--- src/rtl/uac_reg_pkg.sv ---
// uac_reg_pkg: shared constants and types for the UAC control register file.
//   Register map addresses, CTRL bit positions, mute attenuation value,
//   field widths and the configuration bundle that moves shadow -> active.
package uac_reg_pkg;
  localparam int A_CTRL  = 0;
  localparam int A_VOL_L = 1;
  localparam int A_VOL_R = 2;
  localparam int A_FMT   = 3;
  localparam int A_FILT  = 4;
  localparam int A_GPIO  = 5;

  localparam int CTRL_COMMIT = 0;
  localparam int CTRL_MUTE   = 1;

  localparam int VOL_W  = 8;
  localparam int NUM_CH = 2;
  localparam int FMT_W  = 3;
  localparam int FILT_W = 3;

  localparam logic [VOL_W-1:0] VOL_MUTE = 8'hFF;

  // Everything that is staged in shadows and applied atomically on commit.
  typedef struct packed {
    logic [FILT_W-1:0]             filt;
    logic [FMT_W-1:0]              fmt;
    logic [NUM_CH-1:0][VOL_W-1:0]  vol;
  } cfg_t;
endpackage

--- src/rtl/uac_reg_file_vol_ramp.sv ---
// vol_ramp: one attenuation channel. On each step strobe the current value
//   moves 1 LSB toward target; it holds once equal, so it can never overshoot
//   or wrap past 0x00/0xFF.
//   clk, rst      clock, synchronous active-high reset (cur <= VOL_RST)
//   target        attenuation to approach
//   step          one-cycle step strobe from the shared prescaler
//   cur           current attenuation
//   at_target     cur == target
module vol_ramp
  import uac_reg_pkg::*;
#(
  parameter logic [VOL_W-1:0] VOL_RST = 8'hFF
) (
  input  logic             clk,
  input  logic             rst,
  input  logic [VOL_W-1:0] target,
  input  logic             step,
  output logic [VOL_W-1:0] cur,
  output logic             at_target
);
  assign at_target = (cur == target);

  always_ff @(posedge clk) begin
    if (rst)
      cur <= VOL_RST;
    else if (step && !at_target)
      cur <= (cur < target) ? cur + 8'd1 : cur - 8'd1;
  end
endmodule

--- src/rtl/uac_reg_file.sv ---
// uac_reg_file: control register file written by the I2C slave.
//   Shadow registers for volume/format/filter are applied together on a
//   commit write; attenuation then ramps toward the committed (or mute)
//   target one LSB every RAMP_DIV clocks.
//   clk, rst          clock, synchronous active-high reset
//   addr/data         register address and write data, valid with write_req
//   write_req         one-cycle write strobe
//   vol_l, vol_r      current attenuation per channel
//   fmt, filt         active format / DAC filter
//   gpio              direct output byte
//   ramping           registered: some channel was off target last cycle
//   cfg_update        one-cycle pulse when a commit is applied
module uac_reg_file
  import uac_reg_pkg::*;
#(
  parameter int               REG_ADDR_WIDTH = 3,
  parameter int               RAMP_DIV       = 256,
  parameter logic [VOL_W-1:0] VOL_RST        = 8'hFF
) (
  input  logic                      clk,
  input  logic                      rst,
  input  logic [REG_ADDR_WIDTH-1:0] addr,
  input  logic [7:0]                data,
  input  logic                      write_req,
  output logic [VOL_W-1:0]          vol_l,
  output logic [VOL_W-1:0]          vol_r,
  output logic [FMT_W-1:0]          fmt,
  output logic [FILT_W-1:0]         filt,
  output logic [7:0]                gpio,
  output logic                      ramping,
  output logic                      cfg_update
);
  localparam int PW = (RAMP_DIV > 2) ? $clog2(RAMP_DIV) : 1;
  localparam logic [PW-1:0] PRE_MAX = PW'(RAMP_DIV - 1);

  cfg_t shadow, active;
  logic mute;

  logic wr_ctrl, commit;
  assign wr_ctrl = write_req && (addr == REG_ADDR_WIDTH'(A_CTRL));
  assign commit  = wr_ctrl && data[CTRL_COMMIT];

  always_ff @(posedge clk) begin
    if (rst) begin
      shadow     <= '0;
      active     <= '0;
      active.vol <= {NUM_CH{VOL_RST}};
      mute       <= 1'b0;
      gpio       <= '0;
      cfg_update <= 1'b0;
    end else begin
      cfg_update <= commit;
      if (write_req) begin
        case (addr)
          REG_ADDR_WIDTH'(A_CTRL): begin
            mute <= data[CTRL_MUTE];
            if (data[CTRL_COMMIT]) active <= shadow;
          end
          REG_ADDR_WIDTH'(A_VOL_L): shadow.vol[0] <= data;
          REG_ADDR_WIDTH'(A_VOL_R): shadow.vol[1] <= data;
          REG_ADDR_WIDTH'(A_FMT):   shadow.fmt    <= data[FMT_W-1:0];
          REG_ADDR_WIDTH'(A_FILT):  shadow.filt   <= data[FILT_W-1:0];
          REG_ADDR_WIDTH'(A_GPIO):  gpio          <= data;
          default: ; // reserved addresses: no side effect
        endcase
      end
    end
  end

  assign fmt  = active.fmt;
  assign filt = active.filt;

  // Per-channel targets and ramps
  logic [NUM_CH-1:0][VOL_W-1:0] tgt, cur;
  logic [NUM_CH-1:0]            at;
  logic                         diff, step;
  logic [PW-1:0]                pre;

  assign diff = ~&at;
  assign step = diff && (pre == PRE_MAX);

  genvar i;
  generate
    for (i = 0; i < NUM_CH; i++) begin : g_ch
      assign tgt[i] = mute ? VOL_MUTE : active.vol[i];
      vol_ramp #(.VOL_RST(VOL_RST)) u_ramp (
        .clk       (clk),
        .rst       (rst),
        .target    (tgt[i]),
        .step      (step),
        .cur       (cur[i]),
        .at_target (at[i])
      );
    end
  endgenerate

  // Shared prescaler: free-runs only while a channel is off target, so the
  // first step lands RAMP_DIV clocks after a target change from idle. A new
  // target mid-ramp keeps the running count.
  always_ff @(posedge clk) begin
    if (rst || !diff || step)
      pre <= '0;
    else
      pre <= pre + 1'b1;
  end

  always_ff @(posedge clk) begin
    if (rst) ramping <= 1'b0;
    else     ramping <= diff;
  end

  assign vol_l = cur[0];
  assign vol_r = cur[1];
endmodule

--- config.mk ---
export PLATFORM = sky130hd
export DESIGN_NAME = uac_reg_file
export DESIGN_NICKNAME = d
export VERILOG_FILES = /design/src/rtl/uac_reg_pkg.sv /design/src/rtl/uac_reg_file_vol_ramp.sv /design/src/rtl/uac_reg_file.sv
export SDC_FILE = /design/constraint.sdc
export NUM_CORES = 1
export LEC_CHECK = 0
export BUFFER_PORTS_ARGS = -buffer_cell sky130_fd_sc_hd__buf_2
export CAP_MARGIN = 30
export CORE_UTILIZATION = 30
export CTS_CLUSTER_DIAMETER = 100
export DETAILED_ROUTE_END_ITERATION = 16
export PLACE_DENSITY = 0.48
export SYNTH_ARGS = -nofsm -noshare
export SYNTH_HDL_FRONTEND = slang
export SYNTH_HIERARCHICAL = 1
export SYNTH_SLANG_ARGS = --single-unit
--- constraint.sdc ---
create_clock -name clk -period 9.3 [get_ports clk]
set_input_delay 1.86 -clock clk [delete_from_list [all_inputs] [get_ports clk]]
set_output_delay 1.86 -clock clk [all_outputs]
set_load 0.005 [all_outputs]
Word-level counts from Yosys, hierarchy flattened

Index checks and enable logic that the tools add are counted.

$add $sub $neg: 5
$lt $le $gt $ge: 2
Eq/ne operators: 8
Mux-type cells: 4
Reductions and logical operators: 19

Operators by type and width:

| operator              | count |
|---|---|
| $mux W8               | 4 |
| $add A8 B1 Y8 const B | 3 |
| $eq A8 B8 Y1          | 2 |
| $lt A8 B8 Y1          | 2 |
| $sub A8 B1 Y8 const B | 2 |
| $reduce_and A2 Y1     | 7 |
| $eq A8 B8 Y1 const B  | 1 |
| $eq A3 B2 Y1 const B  | 2 |
| $eq A3 B3 Y1 const B  | 2 |
| $logic_and A1 B1 Y1   | 5 |
| $eq A3 B1 Y1 const B  | 1 |
| $logic_not A1 Y1      | 3 |
| $logic_not A3 Y1      | 1 |
| $reduce_and A3 Y1     | 1 |
| $logic_or A1 B1 Y1    | 2 |

Register bits after elaboration: 79
Bits of input ports: 14
Output and inout port bits: 32
Logic and storage cells: 53

Logic depth before layout (Yosys ltp)

Depth in word-level cells: 6
Depth in mapped cells: 13
Gate-level depth less buffers: 12

By module

Netlist, hierarchy kept.

By module, submodules not included:

| module       | times used | cells an instance | area each (um^2) | sequential area each (um^2) |
|---|---|---|---|---|
| uac_reg_file | 1          | 264               | 2524.9           | 1261.2 |
| vol_ramp     | 2          | 87                | 742.0            | 160.2 |

Worst setup path before layout

OpenSTA, ideal clock, no wires.

Kind: register to register
From: register mute
To: register g_ch[0].u_ramp.cur[7]
Setup time: 72 ps
Arrival: 3271 ps
Required time: 9228 ps
Setup slack: 5957 ps
Stages on the path, launching flop included: 13
Path buffers: 1
Clock period less this slack: 3343 ps
Cells stage by stage: dfxtp_1 -> clkbuf_1 -> or2_2 -> inv_1 -> ha_1 -> nand3_1 -> nor3_1 -> and2_1 -> nor4_1 -> o31ai_4 -> or3_1 -> mux2i_1 -> mux2i_1

RTL lines:

| element                | line                        | source |
|---|---|---|
| start, declared        | uac_reg_file.sv:37          | `logic mute;` |
| start signal, assigned | uac_reg_file.sv:56          | `mute <= data[CTRL_MUTE];` |
| end signal, assigned   | uac_reg_file_vol_ramp.sv:27 | `cur <= (cur < target) ? cur + 8'd1 : cur - 8'd1;` |
| end, declared          | uac_reg_file_vol_ramp.sv:18 | `output logic [VOL_W-1:0] cur,` |

==> qor.txt <==
Met3 WL - 280 um
Largest net degree at the start of global routing - 64
Post-CTS Setup Inserts - 0
VDD IR max - 0.114 mV
Initial antenna violation count - 0
Area grow syn2layout - 16.9%
Synth top area share - 0.395
Final worst-path cycle share - 0.360
Fin. Hold Viols - 0
Cell with the most instances after synthesis - dfxtp_1
Resized cells post-CTS - 0
Async set or reset register ratio after synthesis - 0
CP max stage delay - 0.56 ns
Post-route ant nets - 0
CP endpoint kind - register
DRC viols - 0
Met2 wire length - 3.67 mm
DR iter-0 viols - 95
Grt total ovfl - 0
Post-layout net count - 518
Slew HR - 0.545
CTS tree - done
Clock Pin Slew Worst Setup and Hold Paths - 0.06 ns
Fmax achieved - 299 MHz
Multi-input gate area - 2220 um^2
# hold bufs at CTS - 0
Largest family of logic cells by synthesized area - simple AND/OR/NAND/NOR gates
First-pass DRT Iterations - 4
Slowest cell on crit path - dfxtp_1
Top cells by area, synth - dfxtp_1, ha_1, mux2i_1
Synth Register Bits - 79
Outcome - finished clean
Final non-filler cell total - 649
Mux cell area share after synthesis - 0.0699
Critical path required time - 9.57 ns
Compound-gate portion of the synthesized area - 0.154
Cell variety after synth - 46
Vias per inst - 4.69
Max-slew violations - 0
Initial core utilization - 0.313
Period minus WS final - 3.34 ns
Die Area - 13800 um^2
Crit Path Class - reg -> reg
TritonCTS Sinks - 79
Mapped cell area - 4010 um^2
Ys Warns - 6
Vias - 3041
Post-Syn Instances - 438
Die width - 118 um
Setup TNS - 0 ns
Clk root buf - clkbuf_16
Cell Rows - 41
Post-DP HPWL - 5.95 mm
CTS buffer count - 9
Final WL - 8.40 mm
Worst slew pin tran - 0.683 ns
Antenna diode count - 0
Area of the core - 12800 um^2
Clock Latency Late Sink - 0.34 ns
Share of layout cells above drive strength 1 - 0.203
Endpoints failing setup - 0
Clk_skew - 0.00808 ns
Unrepaired setup endpoints after global routing - no
Most used DFF post-synth - dfxtp_1
Filler cells - 1363
Ports - 46
Die H - 118 um
Met1 WL - 4.29 mm
Final Core Density - 0.366
Mapped Nets - 483
HP Class - reg -> reg
I/O Buffers - 45
Final GP Congestion - 0.815
Xor and xnor area share after synthesis - 0.0328
Setup crit start kind - register
Sequential-to-total area share from yosys stat - 0.395
Critical path, cell by cell - or2_2 > inv_1 > ha_1 > a21oi_1 > o221ai_1 > a221o_1 > ha_1 > a21oi_2 > a211oi_1 > or3_1 > mux2i_1 > mux2i_1
Drt wl/cell - 12.9 um
Pwr dens - 173 nW/um^2
First-pass GRT wire length - 14.6 mm
Max-cap violations - 0
Vias in the first global route - 3026
Register area - 1580 um^2
WP buf/inv - 1
H-tree levels - 3
Synth top cells by count - dfxtp_1, nand2_1, nor2_1
Syn avg cell area - 9.15 um^2
Post-Synth Adder-Cell Area - 0.100
Pleak - 2.07 nW
Max Root-Sink Buffers - 2
WP data arrival - 3.61 ns
Post-Synth Simple-Gate Area - 0.192
Area leader, netlist - dfxtp_1
GRT Util Overall - 0.133
Critical path's top delay family - compound AO/OA/AOI/OAI gates
Top Metal Used - met4
Placed insts - 634
Critical Path Fanout Max - 17
Post-synth EDFFs - 0
-- cell usage in the layout (no fill, tap or decap), drive strengths merged, types with 13 or more instances in the layout --
master | synthesis | routed
a211o | 16 | 16
a21oi | 30 | 30
o21ai | 13 | 13
nor2 | 34 | 34
or2 | 17 | 17
inv | 22 | 23
nand3 | 15 | 15
mux2i | 28 | 28
dfxtp | 79 | 79
nand2 | 47 | 47
buf | 13 | 50
and3 | 16 | 16
ha | 29 | 29
-- flip-flops by register name (all words and copies together), names as in the netlist --
name and count:
ramping 1, active 16, gpio 8, g_ch.u_ramp/cur 16, mute 1, shadow 22, fmt 3, cfg_update 1
pre 8, filt 3
-- power by group --
group | switching (W) | internal (W) | total [W] | leakage [nW]
sequential | 0.00000304 | 0.000344 | 0.000348 | 0.640
combinational | 0.0000461 | 0.0000329 | 0.0000790 | 1.26
clock | 0.000137 | 0.000249 | 0.000386 | 0.162
total | 0.000186 | 0.000627 | 0.000812 | 2.07
-- metal layers --
metal	global-route usage	up-vias
li1	-	1607
met1	0.173	1377
met2	0.205	46
met3	0.0388	11
met4	0.0601	0
met5	0	-
-- worst reg2reg max path, delay by kind of cell, from the launching register on --
family	cells	cell delay, ns
AOI/OAI and AO/OA	5	1.07
buffers and inverters	1	0.04
and+or+nand+nor	2	0.53
DFF	1	0.56
muxes	2	0.35
adders and majority gates	2	0.73
-- metrics by stage --
step	hold WS [ns]	total power (W)	instance area, um^2	setup WS [ns]
5_1_grt	0.477	0.000853	4690	5.65
4_1_cts	0.457	0.000829	4690	5.92
3_3_place_gp	0.435	0.000434	4360	5.99
6_report	0.453	0.000812	4690	5.96
3_5_place_dp	0.442	0.000435	4360	5.95
2_1_floorplan	0.427	0.000415	4010	5.96
-- final cells by class --
type | instances | share of cell area
clock buffer | 11 | 0.0539
clock inverter | 4 | 0.0165
inverter | 22 | 0.0176
multi-input combinational | 311 | 0.473
sequential | 79 | 0.337
tap | 172 | 0.0459
timing repair buffer | 50 | 0.0560
-- worst paths after layout --
| kind | slack [ns] | start | cells after the start | end |
|---|---|---|---|---|
| setup reg to reg | 5.96 | mute | 12 | g_ch[0].u_ramp/cur[7] |
| setup / recovery | 5.96 | mute | 12 | g_ch[0].u_ramp/cur[7] |
| hold reg to reg | 0.45 | active[5] | 1 | active[5] |
| hold / removal | 0.45 | active[5] | 1 | active[5] |
-- kinds of logic after synthesis --
group | Yosys count
adder cells (fa/ha/maj) | 31
AND/OR/NAND/NOR | 150
buffers and inverters | 48
flip-flops | 79
AO/OA/AOI/OAI | 87
multiplexers | 28
XOR/XNOR | 15
Note: power is estimated with default switching activity, not from simulation.
